$ cat src/rtl/pipe_ctrl_pkg.sv
// Shared decode constants, control bundle types and the instruction decoder.
// Build macro CTRL_EXT_OPS_EN adds ADDI and BNE to the decoder.
package pipe_ctrl_pkg;

  localparam logic [5:0] OP_RTYPE = 6'b000000;
  localparam logic [5:0] OP_LW    = 6'b100011;
  localparam logic [5:0] OP_SW    = 6'b101011;
  localparam logic [5:0] OP_BEQ   = 6'b000100;
  localparam logic [5:0] OP_J     = 6'b000010;
  localparam logic [5:0] OP_ADDI  = 6'b001000;
  localparam logic [5:0] OP_BNE   = 6'b000101;

  localparam logic [5:0] FN_ADD = 6'b100000;
  localparam logic [5:0] FN_SUB = 6'b100010;
  localparam logic [5:0] FN_AND = 6'b100100;
  localparam logic [5:0] FN_OR  = 6'b100101;
  localparam logic [5:0] FN_SLT = 6'b101010;
  localparam logic [5:0] FN_MUL = 6'b011000;

  localparam logic [2:0] ALU_AND = 3'b000;
  localparam logic [2:0] ALU_OR  = 3'b001;
  localparam logic [2:0] ALU_ADD = 3'b010;
  localparam logic [2:0] ALU_MUL = 3'b011;
  localparam logic [2:0] ALU_SUB = 3'b110;
  localparam logic [2:0] ALU_SLT = 3'b111;

  typedef struct packed {
    logic       regwrite;
    logic       memtoreg;
    logic       memwrite;
    logic       alusrc;
    logic       regdst;
    logic [2:0] alucontrol;
  } ctrl_t;

  typedef struct packed {
    logic regwrite;
    logic memtoreg;
    logic memwrite;
  } memCtrl_t;

  typedef struct packed {
    logic regwrite;
    logic memtoreg;
  } wbCtrl_t;

  typedef struct packed {
    ctrl_t ctrl;
    logic  jump;
    logic  branch;
    logic  branchNe;
    logic  illegal;
    logic  isMul;
  } decode_t;

  function automatic decode_t decodeInstr(input logic [5:0] opcode, input logic [5:0] funct);
    decode_t d;
    d = '0;
    case (opcode)
      OP_RTYPE: begin
        d.ctrl.regwrite = 1'b1;
        d.ctrl.regdst   = 1'b1;
        case (funct)
          FN_ADD:  d.ctrl.alucontrol = ALU_ADD;
          FN_SUB:  d.ctrl.alucontrol = ALU_SUB;
          FN_AND:  d.ctrl.alucontrol = ALU_AND;
          FN_OR:   d.ctrl.alucontrol = ALU_OR;
          FN_SLT:  d.ctrl.alucontrol = ALU_SLT;
          FN_MUL: begin
            d.ctrl.alucontrol = ALU_MUL;
            d.isMul           = 1'b1;
          end
          default: d.illegal = 1'b1;
        endcase
      end
      OP_LW: begin
        d.ctrl.regwrite   = 1'b1;
        d.ctrl.memtoreg   = 1'b1;
        d.ctrl.alusrc     = 1'b1;
        d.ctrl.alucontrol = ALU_ADD;
      end
      OP_SW: begin
        d.ctrl.memwrite   = 1'b1;
        d.ctrl.alusrc     = 1'b1;
        d.ctrl.alucontrol = ALU_ADD;
      end
      OP_BEQ: begin
        d.branch          = 1'b1;
        d.ctrl.alucontrol = ALU_SUB;
      end
      OP_J: d.jump = 1'b1;
`ifdef CTRL_EXT_OPS_EN
      OP_ADDI: begin
        d.ctrl.regwrite   = 1'b1;
        d.ctrl.alusrc     = 1'b1;
        d.ctrl.alucontrol = ALU_ADD;
      end
      OP_BNE: begin
        d.branch          = 1'b1;
        d.branchNe        = 1'b1;
        d.ctrl.alucontrol = ALU_SUB;
      end
`endif
      default: d.illegal = 1'b1;
    endcase
    // An illegal word must enter E as a bubble.
    if (d.illegal) begin
      d.ctrl  = '0;
      d.isMul = 1'b0;
    end
    return d;
  endfunction

endpackage

$ cat src/rtl/pipe_ctrl_if.sv
// Decode inputs, hazard controls and per-stage control outputs of the pipeline control unit.
interface pipe_ctrl_if #(parameter int ALUCTRL_W = 3);
  logic [5:0]           opcode_d;
  logic [5:0]           funct_d;
  logic                 stall_d;
  logic                 flush_e;
  logic                 jump_d;
  logic                 branch_d;
  logic                 branch_ne_d;
  logic                 illegal_d;
  logic                 regwrite_e, memtoreg_e, memwrite_e, alusrc_e, regdst_e;
  logic [ALUCTRL_W-1:0] alucontrol_e;
  logic                 regwrite_m, memtoreg_m, memwrite_m;
  logic                 regwrite_w, memtoreg_w;
  logic                 stall_mult;

  modport slave (
    input  opcode_d, funct_d, stall_d, flush_e,
    output jump_d, branch_d, branch_ne_d, illegal_d,
           regwrite_e, memtoreg_e, memwrite_e, alusrc_e, regdst_e, alucontrol_e,
           regwrite_m, memtoreg_m, memwrite_m, regwrite_w, memtoreg_w, stall_mult
  );

  modport master (
    output opcode_d, funct_d, stall_d, flush_e,
    input  jump_d, branch_d, branch_ne_d, illegal_d,
           regwrite_e, memtoreg_e, memwrite_e, alusrc_e, regdst_e, alucontrol_e,
           regwrite_m, memtoreg_m, memwrite_m, regwrite_w, memtoreg_w, stall_mult
  );
endinterface

$ cat src/rtl/mult_busy_timer.sv
// Counts the extra Execute cycles a MUL occupies; busy while the count is nonzero.
module mult_busy_timer #(
  parameter int MULT_LAT = 4
) (
  input  logic clk,
  input  logic rst_n,
  input  logic load,
  output logic busy
);
  localparam int CW = $clog2(MULT_LAT + 1);
  localparam logic [CW-1:0] LOAD_VAL = CW'(MULT_LAT - 1);

  logic [CW-1:0] count;

  // Loads only from zero, so the count can never wrap.
  always_ff @(posedge clk or negedge rst_n) begin
    if (!rst_n)              count <= '0;
    else if (count != '0)    count <= count - 1'b1;
    else if (load)           count <= LOAD_VAL;
  end

  assign busy = (count != '0);
endmodule

$ cat src/rtl/pipe_ctrl_unit.sv
// MIPS pipeline control: D-stage decode, ID/EX, EX/MEM, MEM/WB control registers and MUL stall.
// Build macro CTRL_EXT_OPS_EN enables ADDI/BNE decode (see pipe_ctrl_pkg).
module pipe_ctrl_unit
  import pipe_ctrl_pkg::*;
#(
  parameter int ALUCTRL_W = 3,
  parameter int MULT_LAT  = 4
) (
  input logic       clk,
  input logic       rst_n,
  pipe_ctrl_if.slave bus
);
  decode_t  dec;
  ctrl_t    eReg;
  memCtrl_t mReg;
  wbCtrl_t  wReg;
  logic     busy;
  logic     bubbleE;

  always_comb dec = decodeInstr(bus.opcode_d, bus.funct_d);

  assign bubbleE = bus.flush_e | bus.stall_d;

  // Counter starts on the same edge the MUL lands in E, so stall is visible in its first E cycle.
  mult_busy_timer #(.MULT_LAT(MULT_LAT)) uTimer (
    .clk   (clk),
    .rst_n (rst_n),
    .load  (!busy && !bubbleE && dec.isMul),
    .busy  (busy)
  );

  always_ff @(posedge clk or negedge rst_n) begin
    if (!rst_n) begin
      eReg <= '0;
      mReg <= '0;
      wReg <= '0;
    end else begin
      wReg <= '{regwrite: mReg.regwrite, memtoreg: mReg.memtoreg};
      if (busy) begin
        mReg <= '0;
      end else begin
        mReg <= '{regwrite: eReg.regwrite, memtoreg: eReg.memtoreg, memwrite: eReg.memwrite};
        eReg <= bubbleE ? '0 : dec.ctrl;
      end
    end
  end

  assign bus.jump_d       = dec.jump;
  assign bus.branch_d     = dec.branch;
  assign bus.branch_ne_d  = dec.branchNe;
  assign bus.illegal_d    = dec.illegal;
  assign bus.regwrite_e   = eReg.regwrite;
  assign bus.memtoreg_e   = eReg.memtoreg;
  assign bus.memwrite_e   = eReg.memwrite;
  assign bus.alusrc_e     = eReg.alusrc;
  assign bus.regdst_e     = eReg.regdst;
  assign bus.alucontrol_e = ALUCTRL_W'(eReg.alucontrol);
  assign bus.regwrite_m   = mReg.regwrite;
  assign bus.memtoreg_m   = mReg.memtoreg;
  assign bus.memwrite_m   = mReg.memwrite;
  assign bus.regwrite_w   = wReg.regwrite;
  assign bus.memtoreg_w   = wReg.memtoreg;
  assign bus.stall_mult   = busy;
endmodule
$ cat src/flat_wrapper.sv
// flat-port wrapper written by rule: the top's interface ports become plain ports
module pipe_ctrl_unit_flat import pipe_ctrl_pkg::*;
#(
  parameter int ALUCTRL_W = 3,
  parameter int MULT_LAT  = 4
)
  (clk, rst_n, bus_opcode_d, bus_funct_d, bus_stall_d, bus_flush_e, bus_jump_d, bus_branch_d, bus_branch_ne_d, bus_illegal_d, bus_regwrite_e, bus_memtoreg_e, bus_memwrite_e, bus_alusrc_e, bus_regdst_e, bus_alucontrol_e, bus_regwrite_m, bus_memtoreg_m, bus_memwrite_m, bus_regwrite_w, bus_memtoreg_w, bus_stall_mult);
  pipe_ctrl_if #(.ALUCTRL_W(ALUCTRL_W)) bus_i ();
  input logic clk;
  input logic rst_n;
  input wire logic [$bits(bus_i.opcode_d)-1:0] bus_opcode_d;
  input wire logic [$bits(bus_i.funct_d)-1:0] bus_funct_d;
  input wire logic [$bits(bus_i.stall_d)-1:0] bus_stall_d;
  input wire logic [$bits(bus_i.flush_e)-1:0] bus_flush_e;
  output wire logic [$bits(bus_i.jump_d)-1:0] bus_jump_d;
  output wire logic [$bits(bus_i.branch_d)-1:0] bus_branch_d;
  output wire logic [$bits(bus_i.branch_ne_d)-1:0] bus_branch_ne_d;
  output wire logic [$bits(bus_i.illegal_d)-1:0] bus_illegal_d;
  output wire logic [$bits(bus_i.regwrite_e)-1:0] bus_regwrite_e;
  output wire logic [$bits(bus_i.memtoreg_e)-1:0] bus_memtoreg_e;
  output wire logic [$bits(bus_i.memwrite_e)-1:0] bus_memwrite_e;
  output wire logic [$bits(bus_i.alusrc_e)-1:0] bus_alusrc_e;
  output wire logic [$bits(bus_i.regdst_e)-1:0] bus_regdst_e;
  output wire logic [$bits(bus_i.alucontrol_e)-1:0] bus_alucontrol_e;
  output wire logic [$bits(bus_i.regwrite_m)-1:0] bus_regwrite_m;
  output wire logic [$bits(bus_i.memtoreg_m)-1:0] bus_memtoreg_m;
  output wire logic [$bits(bus_i.memwrite_m)-1:0] bus_memwrite_m;
  output wire logic [$bits(bus_i.regwrite_w)-1:0] bus_regwrite_w;
  output wire logic [$bits(bus_i.memtoreg_w)-1:0] bus_memtoreg_w;
  output wire logic [$bits(bus_i.stall_mult)-1:0] bus_stall_mult;
  assign bus_i.opcode_d = bus_opcode_d;
  assign bus_i.funct_d = bus_funct_d;
  assign bus_i.stall_d = bus_stall_d;
  assign bus_i.flush_e = bus_flush_e;
  assign bus_jump_d = bus_i.jump_d;
  assign bus_branch_d = bus_i.branch_d;
  assign bus_branch_ne_d = bus_i.branch_ne_d;
  assign bus_illegal_d = bus_i.illegal_d;
  assign bus_regwrite_e = bus_i.regwrite_e;
  assign bus_memtoreg_e = bus_i.memtoreg_e;
  assign bus_memwrite_e = bus_i.memwrite_e;
  assign bus_alusrc_e = bus_i.alusrc_e;
  assign bus_regdst_e = bus_i.regdst_e;
  assign bus_alucontrol_e = bus_i.alucontrol_e;
  assign bus_regwrite_m = bus_i.regwrite_m;
  assign bus_memtoreg_m = bus_i.memtoreg_m;
  assign bus_memwrite_m = bus_i.memwrite_m;
  assign bus_regwrite_w = bus_i.regwrite_w;
  assign bus_memtoreg_w = bus_i.memtoreg_w;
  assign bus_stall_mult = bus_i.stall_mult;
  pipe_ctrl_unit #(.ALUCTRL_W(ALUCTRL_W), .MULT_LAT(MULT_LAT)) u_core (.clk(clk), .rst_n(rst_n), .bus(bus_i));
endmodule
$ cat config.mk
export PLATFORM = sky130hd
export DESIGN_NAME = pipe_ctrl_unit_flat
export DESIGN_NICKNAME = d
export VERILOG_FILES = /design/src/rtl/pipe_ctrl_pkg.sv /design/src/rtl/pipe_ctrl_if.sv /design/src/rtl/mult_busy_timer.sv /design/src/rtl/pipe_ctrl_unit.sv /design/src/flat_wrapper.sv
export SDC_FILE = /design/constraint.sdc
export NUM_CORES = 1
export LEC_CHECK = 0
export BUFFER_PORTS_ARGS = -buffer_cell sky130_fd_sc_hd__buf_2
export CORE_MARGIN = 3
export CORE_UTILIZATION = 50
export DETAILED_ROUTE_END_ITERATION = 7
export PLACE_DENSITY = 0.86
export SKIP_LAST_GASP = 1
export SLEW_MARGIN = 0
export SYNTH_ARGS = -nofsm -noshare
export SYNTH_HDL_FRONTEND = slang
export SYNTH_SLANG_ARGS = --single-unit
$ cat constraint.sdc
create_clock -name clk -period 2.5 [get_ports clk]
set_input_delay 0.25 -clock clk [delete_from_list [all_inputs] [get_ports clk]]
set_output_delay 0.25 -clock clk [all_outputs]
set_load 0.02 [all_outputs]
==> qor.csv <==
metric,value,unit
numPortBuffers,32,
yosys_warnings,0,
die-area,0.00223,mm^2
ios,34,
rows,14,
p_sw_share,32.7,%
grt_pass1_wl,2890,um
maxCapViolCount,0,
synth-seq-cells,16,
clkTransAtPathRegs,0.08,ns
p_leak,0.000551,uW
p_per_area,605,mW/mm^2
crit_required,2.25,ns
gp_congestion,0.805,
synth_top_area_cell,dfrtp_1,
p_clk_share,19.9,%
cts_root_buf,clkbuf_4,
clkSinkCount,16,
holdCritPathClass,input port to flop,
final_layout_size_suffix_gt1_share,33.3,%
vias,773,
cts_tree,done,
worst_skew_pair.late_latency,0.28,ns
seqPwrFrac,47.2,%
clock_skew,0.00402,ns
report.final.hold_viol_count,0,
dr_wl_met2,916,um
m1WireLength,802,um
path_max_fanout,16,
route.detailed.drc,0,
wl_met3,69,um
grt_max_degree,17,
die_x,47.2,um
syn_nets,108,
clock.fmax,0.541,GHz
antenna_cells,0,
grt_antenna_before_repair,0,
max_slew_margin,60.5,%
intPower,426,uW
ys_seq_area_share,47.1,%
p_comb_share,32.8,%
gr-total-overflow,0,
status,finished clean,
synth_area_leaders,"dfrtp_1 (47%), nand2_1 (5.7%), nor2_1 (4.4%)",
synth.avg_cell_area,9.44,um^2
setup_tns,0,ns
synth_top_area_share,47.1,%
syn-cell-area,850,um^2
die_h,47.2,um
drt_iter0_drc,12,
path_class,flop to output port,
numCtsBuffers,3,
fin_crit,1.85,ns
p_sw,207,uW
finalPower,634,uW
worstMarginPinSlew,0.592,ns
core,0.00156,mm^2
syn2layout_area_growth,23.3,%
final_nets,143,
ctsHtreeMaxLevel,1,
placedInstanceArea,0.00101,mm^2
routed.top_layer,met4,
period_share,74.0,%
postRouteAntennaNets,0,
wirelength,1820,um
detail_route.first_pass.iterations,4,
grt_usage,18.2,%
startpoint_type,flop,
finalSetupViolations,0,
yosysUniqueCellTypes,33,
r2r_slack,0.72,ns
cp_data_arrival_time,1.60,ns
slew_viol_final,0,
rsz0062_at_grt,false,
postSynthCellCount,90,
via_per_inst,5.56,
peakVddDrop,0.226,mV
start_util,54.5,%
grt_pass1_vias,719,
clock_path_buffers,2,
cp-end-kind,output port,
routedWlPerCell,13.1,um
final_area,0.00105,mm^2
dpl.hpwl,1480,um
logic make-up after synthesis:
group / synth area share (%)
buf+inv: 4.86
other cells: 0.441
fa+ha+maj: 2.95
simple gates: 28.6
flops: 47.1
compound gates: 12.4
mux: 3.68
repair_timing:
| item | CTS | global route |
|---|---|---|
| setup buffers | 0 | 0 |
| hold buffers | 1 | 0 |
| endpoints found under the hold margin | 16 | 0 |
| endpoints found under the setup margin | 0 | 0 |
| resized for setup | 0 | 0 |
stage by stage:
| stage | utilization [%] | instances | worst slack [ns] | hold slack, ns |
|---|---|---|---|---|
| global route | 67.2 | 139 | 0.547 | 0.211 |
| floorplan | - | 90 | 0.870 | -0.0456 |
| detailed placement | 65.1 | 135 | 0.727 | 0.172 |
| finish | 67.2 | 139 | 0.650 | 0.204 |
| CTS | 67.2 | 139 | 0.624 | 0.207 |
| global placement | 65.1 | 135 | 0.763 | 0.166 |
state kept, by name, summed over array words and instances (netlist names):
signal,cells
u_core.bus.regwrite_w,1
u_core.bus.regwrite_e,1
u_core.bus.memwrite_m,1
u_core.bus.memwrite_e,1
u_core.bus.alusrc_e,1
u_core.bus.regdst_e,1
u_core.bus.memtoreg_w,1
u_core.uTimer.count,3
u_core.bus.regwrite_m,1
u_core.bus.alucontrol_e,3
u_core.bus.memtoreg_m,1
u_core.bus.memtoreg_e,1
layout by cell type, fill, tap and decap left out, types with 2 or more instances in the layout:
master     n
buf_2     32
dfrtp_1   16
nand2_1   13
nor2_1    10
inv_1      7
nand3_1    4
nand2b_1   4
a32o_1     3
clkbuf_4   3
nor3b_1    2
or3_1      2
o21ai_0    2
nand4_1    2
mux2i_1    2
ha_1       2
final cells by class:
type	instances	area, um^2
multi-input cells	64	408
clock buffers	3	22.5
repair buffers	33	170
well taps	16	20.0
fillers	124	512
flip-flops and latches	16	400
inverters	7	26.3
worst max-delay path, stage by stage, from the launching register on:
cell and delay, ns:
dfrtp_1 0.33, inv_1 0.07, ha_1 0.22, nand2b_1 0.44, buf_2 0.27
Yosys cell counts:
master    number
nor3b_1        2
nand4_1        2
and2_1         1
a22oi_1        1
o31ai_1        1
or3_1          2
a32o_1         3
ha_1           2
nand3b_1       1
a21o_2         1
nor3_1         1
nor2b_1        1
nand2_1       13
nor3_4         1
and4bb_2       1
mux2_2         1
conb_1         1
dfrtp_1       16
nand3_1        4
nand2b_1       4
mux2i_1        2
a22o_1         1
inv_1          7
buf_4          1
nor4_1         1
o21ai_0        2
o22ai_1        1
clkbuf_1       2
or4_4          1
a21oi_1        1
a41oi_2        1
nor2_1        10
o21ai_1        1
path summary, 6_finish.rpt:
check	cells past startpoint	start	end
worst min-delay path	2	bus_opcode_d[3]	u_core.bus.memtoreg_e
max in group asynchronous	2	rst_n	u_core.bus.regwrite_e
min in group asynchronous	2	rst_n	u_core.bus.memwrite_e
worst max register to register	6	u_core.uTimer.count[0]	u_core.bus.alucontrol_e[0]
worst max-delay path	4	u_core.uTimer.count[0]	bus_stall_mult
worst min register to register	0	u_core.bus.memtoreg_m	u_core.bus.memtoreg_w
power groups by stage:
stage | clock network, uW | logic [uW] | registers [uW]
after floorplan | 0 | 149 | 306
after global placement | 0 | 200 | 303
after detailed placement | 0 | 208 | 305
after CTS | 134 | 210 | 300
after global routing | 145 | 235 | 303
final | 126 | 208 | 299
per-layer routing:
metal  vias to the layer above  GRT usage, %
met4                         0          9.94
met2                        25          30.2
met3                         3          2.30
met5                         -             0
li1                        379             -
met1                       366          22.6
Note: power is estimated with default switching activity, not from simulation.
